`config.mk`:
```
export PLATFORM = sky130hd
export DESIGN_NAME = or_and_bist
export DESIGN_NICKNAME = d
export VERILOG_FILES = /design/src/rtl/or_and_bist.sv
export SDC_FILE = /design/constraint.sdc
export NUM_CORES = 1
export LEC_CHECK = 0
export ABC_CLOCK_PERIOD_IN_PS = 2500
export CORE_MARGIN = 10
export CORE_UTILIZATION = 25
export CTS_CLUSTER_DIAMETER = 80
export DETAILED_ROUTE_END_ITERATION = 6
export GPL_TIMING_DRIVEN = 1
export PLACE_DENSITY = 0.5
export SKIP_LAST_GASP = 1
export SLEW_MARGIN = 20
export SYNTH_ARGS = -nofsm -noshare
export SYNTH_HDL_FRONTEND = slang
export SYNTH_SLANG_ARGS = --single-unit
```
`constraint.sdc`:
```
create_clock -name clk -period 2.5 [get_ports clk]
set_clock_uncertainty 0.05 [all_clocks]
set_input_delay 0.25 -clock clk [delete_from_list [all_inputs] [get_ports clk]]
set_output_delay 0.25 -clock clk [all_outputs]
set_load 0.02 [all_outputs]
```
`src/rtl/or_and_bist.sv`:
```
// ============================================================================
// Module      : or_and_bist
// Description : Exhaustive 3-input BIST sequencer. It drives vectors 000..111,
//               samples E after a settle window, and tracks mismatch results.
// Revision    : 1.0 - initial release
// ============================================================================
`default_nettype none

module or_and_bist #(
  parameter logic [7:0] EXP_TABLE = 8'b1010_1000,
  parameter int         SETTLE    = 4
) (
  input  logic       clk,
  input  logic       rst_n,
  input  logic       start,
  input  logic       e,
  output logic       a,
  output logic       b,
  output logic       c,
  output logic       busy,
  output logic       done,
  output logic       pass,
  output logic [3:0] err_cnt,
  output logic       fail_seen,
  output logic [2:0] fail_vec
);

  typedef enum logic [1:0] {
    S_IDLE   = 2'd0,
    S_APPLY  = 2'd1,
    S_SAMPLE = 2'd2,
    S_DONE   = 2'd3
  } state_t;

  localparam logic [3:0] c_last_cnt = 4'(SETTLE - 1);
  localparam logic [2:0] c_last_vec = 3'd7;
  localparam logic [3:0] c_max_err  = 4'd8;

  state_t     r_state;
  state_t     w_state_next;
  logic [2:0] r_vec;
  logic [3:0] r_cnt;
  logic [3:0] r_err_cnt;
  logic       r_fail_seen;
  logic [2:0] r_fail_vec;
  logic       w_start_run;
  logic       w_sample;
  logic       w_mismatch;

  always_ff @(posedge clk or negedge rst_n) begin
    if (!rst_n) begin
      r_state <= S_IDLE;
    end else begin
      r_state <= w_state_next;
    end
  end

  always_comb begin
    w_state_next = r_state;
    w_start_run  = 1'b0;
    w_sample     = 1'b0;
    case (r_state)
      S_IDLE, S_DONE: begin
        if (start) begin
          w_state_next = S_APPLY;
          w_start_run  = 1'b1;
        end
      end
      S_APPLY: begin
        if (r_cnt == c_last_cnt) begin
          w_state_next = S_SAMPLE;
        end
      end
      S_SAMPLE: begin
        w_sample     = 1'b1;
        w_state_next = (r_vec == c_last_vec) ? S_DONE : S_APPLY;
      end
      default: begin
        w_state_next = S_IDLE;
      end
    endcase
  end

  assign w_mismatch = w_sample && (e != EXP_TABLE[r_vec]);

  // The vector register directly drives A/B/C, so it stays at 111 in DONE.
  always_ff @(posedge clk or negedge rst_n) begin
    if (!rst_n) begin
      r_vec       <= 3'd0;
      r_cnt       <= 4'd0;
      r_err_cnt   <= 4'd0;
      r_fail_seen <= 1'b0;
      r_fail_vec  <= 3'd0;
    end else if (w_start_run) begin
      r_vec       <= 3'd0;
      r_cnt       <= 4'd0;
      r_err_cnt   <= 4'd0;
      r_fail_seen <= 1'b0;
      r_fail_vec  <= 3'd0;
    end else if (r_state == S_APPLY) begin
      if (r_cnt != c_last_cnt) begin
        r_cnt <= r_cnt + 4'd1;
      end
    end else if (r_state == S_SAMPLE) begin
      r_cnt <= 4'd0;
      if (r_vec != c_last_vec) begin
        r_vec <= r_vec + 3'd1;
      end
      if (w_mismatch) begin
        if (r_err_cnt != c_max_err) begin
          r_err_cnt <= r_err_cnt + 4'd1;
        end
        if (!r_fail_seen) begin
          r_fail_seen <= 1'b1;
          r_fail_vec  <= r_vec;
        end
      end
    end
  end

  assign a         = r_vec[2];
  assign b         = r_vec[1];
  assign c         = r_vec[0];
  assign busy      = (r_state == S_APPLY) || (r_state == S_SAMPLE);
  assign done      = (r_state == S_DONE);
  assign pass      = done && (r_err_cnt == 4'd0);
  assign err_cnt   = r_err_cnt;
  assign fail_seen = r_fail_seen;
  assign fail_vec  = r_fail_vec;

endmodule

`default_nettype wire

```
==> run_results.csv <==
group,metric,value,unit
timing,tns,0,ps
floorplan,rows,22,
global_route,grt_first_pass_wirelength,3970,um
timing,timing.hold.ws,421,ps
timing,drv_slew,0,
power_and_ir_drop,seq_power_share,33.2,%
logic_synthesis,ys_seq_area_share,43.1,%
power_and_ir_drop,p_comb_share,51.4,%
timing,fmax,475,MHz
hold_path,worst_hold_path_type,"in2async",
timing,setup_ws,393,ps
logic_synthesis,synthesis.nets,113,
timing,worst_pin_slew,829,ps
logic_synthesis,yosysUniqueCellTypes,31,
clocking,cts_buffer_depth,2,
logic_synthesis,syn_inst,100,
cells_and_area,layout_common_cells,"dfrtp_1, clkdlybuf4s50_1, nand2_1",
cells_and_area,drive_gt1_share,5.83,%
detailed_routing,ant_nets,0,
floorplan,design.core.area,0.00374,mm^2
job,maxCapViolCount,0,
placement,gp_congestion,0.738,
power_and_ir_drop,ir_drop,0.485,mV
clocking,path_clk_slew,70,ps
clocking,ctsResizeCount,0,
clocking,postCtsSetupRepairBufs,0,
cells_and_area,area_delta_synth_final,27.8,%
clocking,clock_latency,250,ps
clocking,root_buffer,"clkbuf_8",
global_route,grt_overflow,0,
timing,relSlewSlack,44.6,%
placement,place_ws,607,ps
critical_path,cp-start-kind,"flop",
detailed_routing,drcViolationCount,0,
logic_synthesis,synth_warnings,0,
cells_and_area,num-nets-final,134,
global_route,track_usage,6.63,%
placement,dpl_cell_area,0.00122,mm^2
critical_path,crit_type,"reg2out",
global_route,gr-usage-met3,3.32,%
critical_path,arrival,1810,ps
timing,finalSetupViolCount,0,
power_and_ir_drop,swShare,43.2,%
floorplan,die_w,82.8,um
timing,hold_viol_final,0,
critical_path,crit_fanout,5,
global_route,use_met1,8.40,%
logic_synthesis,synth_area_per_cell,9.87,um^2
clocking,htree_levels,1,
cells_and_area,antenna_cells,0,
timing,rsz0062_at_grt,"no",
logic_synthesis,yosys_register_bits,17,
detailed_routing,drt_pass1_iterations,2,
global_route,grt_busiest_layer,"met2",
timing,period_needed,2110,ps
cells_and_area,num-fill-cells,412,
floorplan,start_util,26.4,%
floorplan,fp.dieH,82.8,um
cells_and_area,final_area,0.00126,mm^2
global_route,grt_max_degree,18,
clocking,clkSinkCount,17,
cells_and_area,final_cell_count_no_fill,168,
detailed_routing,post_drt_via_cell_ratio,4.74,
global_route,antenna_found_initial,0,
clocking,cts_tree,"yes",
detailed_routing,vias,796,
power_and_ir_drop,p_leak,0.545,nW
status,status,"finished clean",
power_and_ir_drop,internal_power,0.780,mW
global_route,use_met2,10.2,%
logic_synthesis,syn-cell-area,987,um^2
global_route,first_global_vias,835,
placement,dp_hpwl,1780,um
timing,finalCritPeriodShare,84.3,%
placement,placedCellCount,164,
power_and_ir_drop,p_switching,0.593,mW
detailed_routing,routedWlPerCell,13.7,um
floorplan,ios,18,
critical_path,cp-end-kind,"primary output",
placement,port_buffers,17,
power_and_ir_drop,p_clk_share,15.4,%
detailed_routing,wirelength,2300,um
floorplan,dieArea,0.00686,mm^2
detailed_routing,drtIter0Drc,37,
clocking,cts_buffers,3,
power_and_ir_drop,cellPowerDensity,1090,mW/mm^2
critical_path,worstPathRequired,2200,ps
clocking,hold_buffers,0,
critical_path,regToRegSetupSlack,610,ps
## cell type report
type	instances	area, um^2	area share (%)
multi-input cells	74	527	41.8
flip-flops and latches	17	425	33.7
clock buffers	4	45.0	3.57
repair buffers	18	178	14.1
well taps	48	60.1	4.76
inverters	7	26.3	2.08
## logic make-up (layout without fill, tap and decap cells)
family                     after synthesis  after routing  share of synthesized area [%]
and+or+nand+nor                         39             39                           21.2
buffers and inverters                    9             29                           3.55
AOI/OAI and AO/OA                       20             20                           13.9
muxes                                    5              5                           5.96
adders and majority gates                9              9                           11.4
xor gates and xnor gates                 1              1                          0.887
DFF                                     17             17                           43.1
## routing by layer
layer	part of all wire [%]	wire length, um
met5	0	0
met4	0	0
met3	6.3	144
met2	46	1070
met1	47	1090
## state kept, by name (all words and copies together), names as in the netlist
| name | count |
|---|---|
| fail_seen | 1 |
| r_cnt | 4 |
| fail_vec | 3 |
| r_state | 2 |
| err_cnt | 4 |
| r_vec | 3 |
## path summary, 6_finish.rpt
path	start	cells past startpoint	end
worst max-delay path	err_cnt[0]$_DFFE_PN0P_	4	pass
worst min-delay path	rst_n	1	err_cnt[3]$_DFFE_PN0P_
worst max register to register	r_vec[0]$_DFFE_PN0P_	5	fail_vec[1]$_DFFE_PN0P_
worst min register to register	fail_vec[1]$_DFFE_PN0P_	1	fail_vec[1]$_DFFE_PN0P_
max in group asynchronous	rst_n	1	fail_vec[0]$_DFFE_PN0P_
min in group clk	fail_vec[1]$_DFFE_PN0P_	1	fail_vec[1]$_DFFE_PN0P_
## critical path: stages (launching register included)
cell	delay, ps
dfrtp_1	430
inv_1	90
ha_1	180
nor4bb_1	200
clkdlybuf4s50_1	650
## metrics by stage
| stage | util (%) | power (mW) |
|---|---|---|
| after floorplan | - | 0.891 |
| after global placement | 32.5 | 1.16 |
| after detailed placement | 32.5 | 1.18 |
| after CTS | 33.7 | 1.40 |
| after global routing | 33.7 | 1.49 |
| final | 33.7 | 1.37 |
## power by group through the flow
stage	registers [mW]	clock network, mW	logic [mW]
3_3_place_gp	0.458	0	0.704
2_1_floorplan	0.504	0	0.387
3_5_place_dp	0.460	0	0.721
4_1_cts	0.456	0.216	0.723
5_1_grt	0.475	0.227	0.792
6_report	0.456	0.211	0.706
## synthesized netlist by cell type
| master | n | share of area, % |
|---|---|---|
| nor2_1 | 7 | 2.7 |
| nand2b_1 | 2 | 1.3 |
| nor4b_1 | 1 | 0.89 |
| mux2_2 | 1 | 1.1 |
| o22a_1 | 1 | 0.89 |
| nand2_1 | 10 | 3.8 |
| xnor2_1 | 1 | 0.89 |
| nand3b_1 | 2 | 1.5 |
| a22oi_1 | 3 | 2.3 |
| o211ai_1 | 1 | 0.76 |
| mux2i_2 | 2 | 2.8 |
| o22ai_1 | 1 | 0.63 |
| dfrtp_1 | 17 | 43 |
| o41ai_1 | 1 | 0.89 |
| nor3b_1 | 2 | 1.5 |
| nor3_1 | 4 | 2.0 |
| o21ai_0 | 3 | 1.5 |
| and4_1 | 1 | 0.89 |
| buf_2 | 1 | 0.51 |
| nor4bb_1 | 1 | 1.0 |
| nor2b_1 | 2 | 1.3 |
| a21oi_1 | 5 | 2.5 |
| clkbuf_1 | 1 | 0.38 |
| mux2i_1 | 2 | 2.0 |
| ha_1 | 9 | 11 |
| or4_1 | 1 | 0.76 |
| and2_1 | 1 | 0.63 |
| a22o_1 | 5 | 4.4 |
| inv_1 | 7 | 2.7 |
| and3b_1 | 1 | 0.89 |
| nand3_1 | 4 | 2.0 |
No activity file was read; power rests on OpenSTA's default activity.
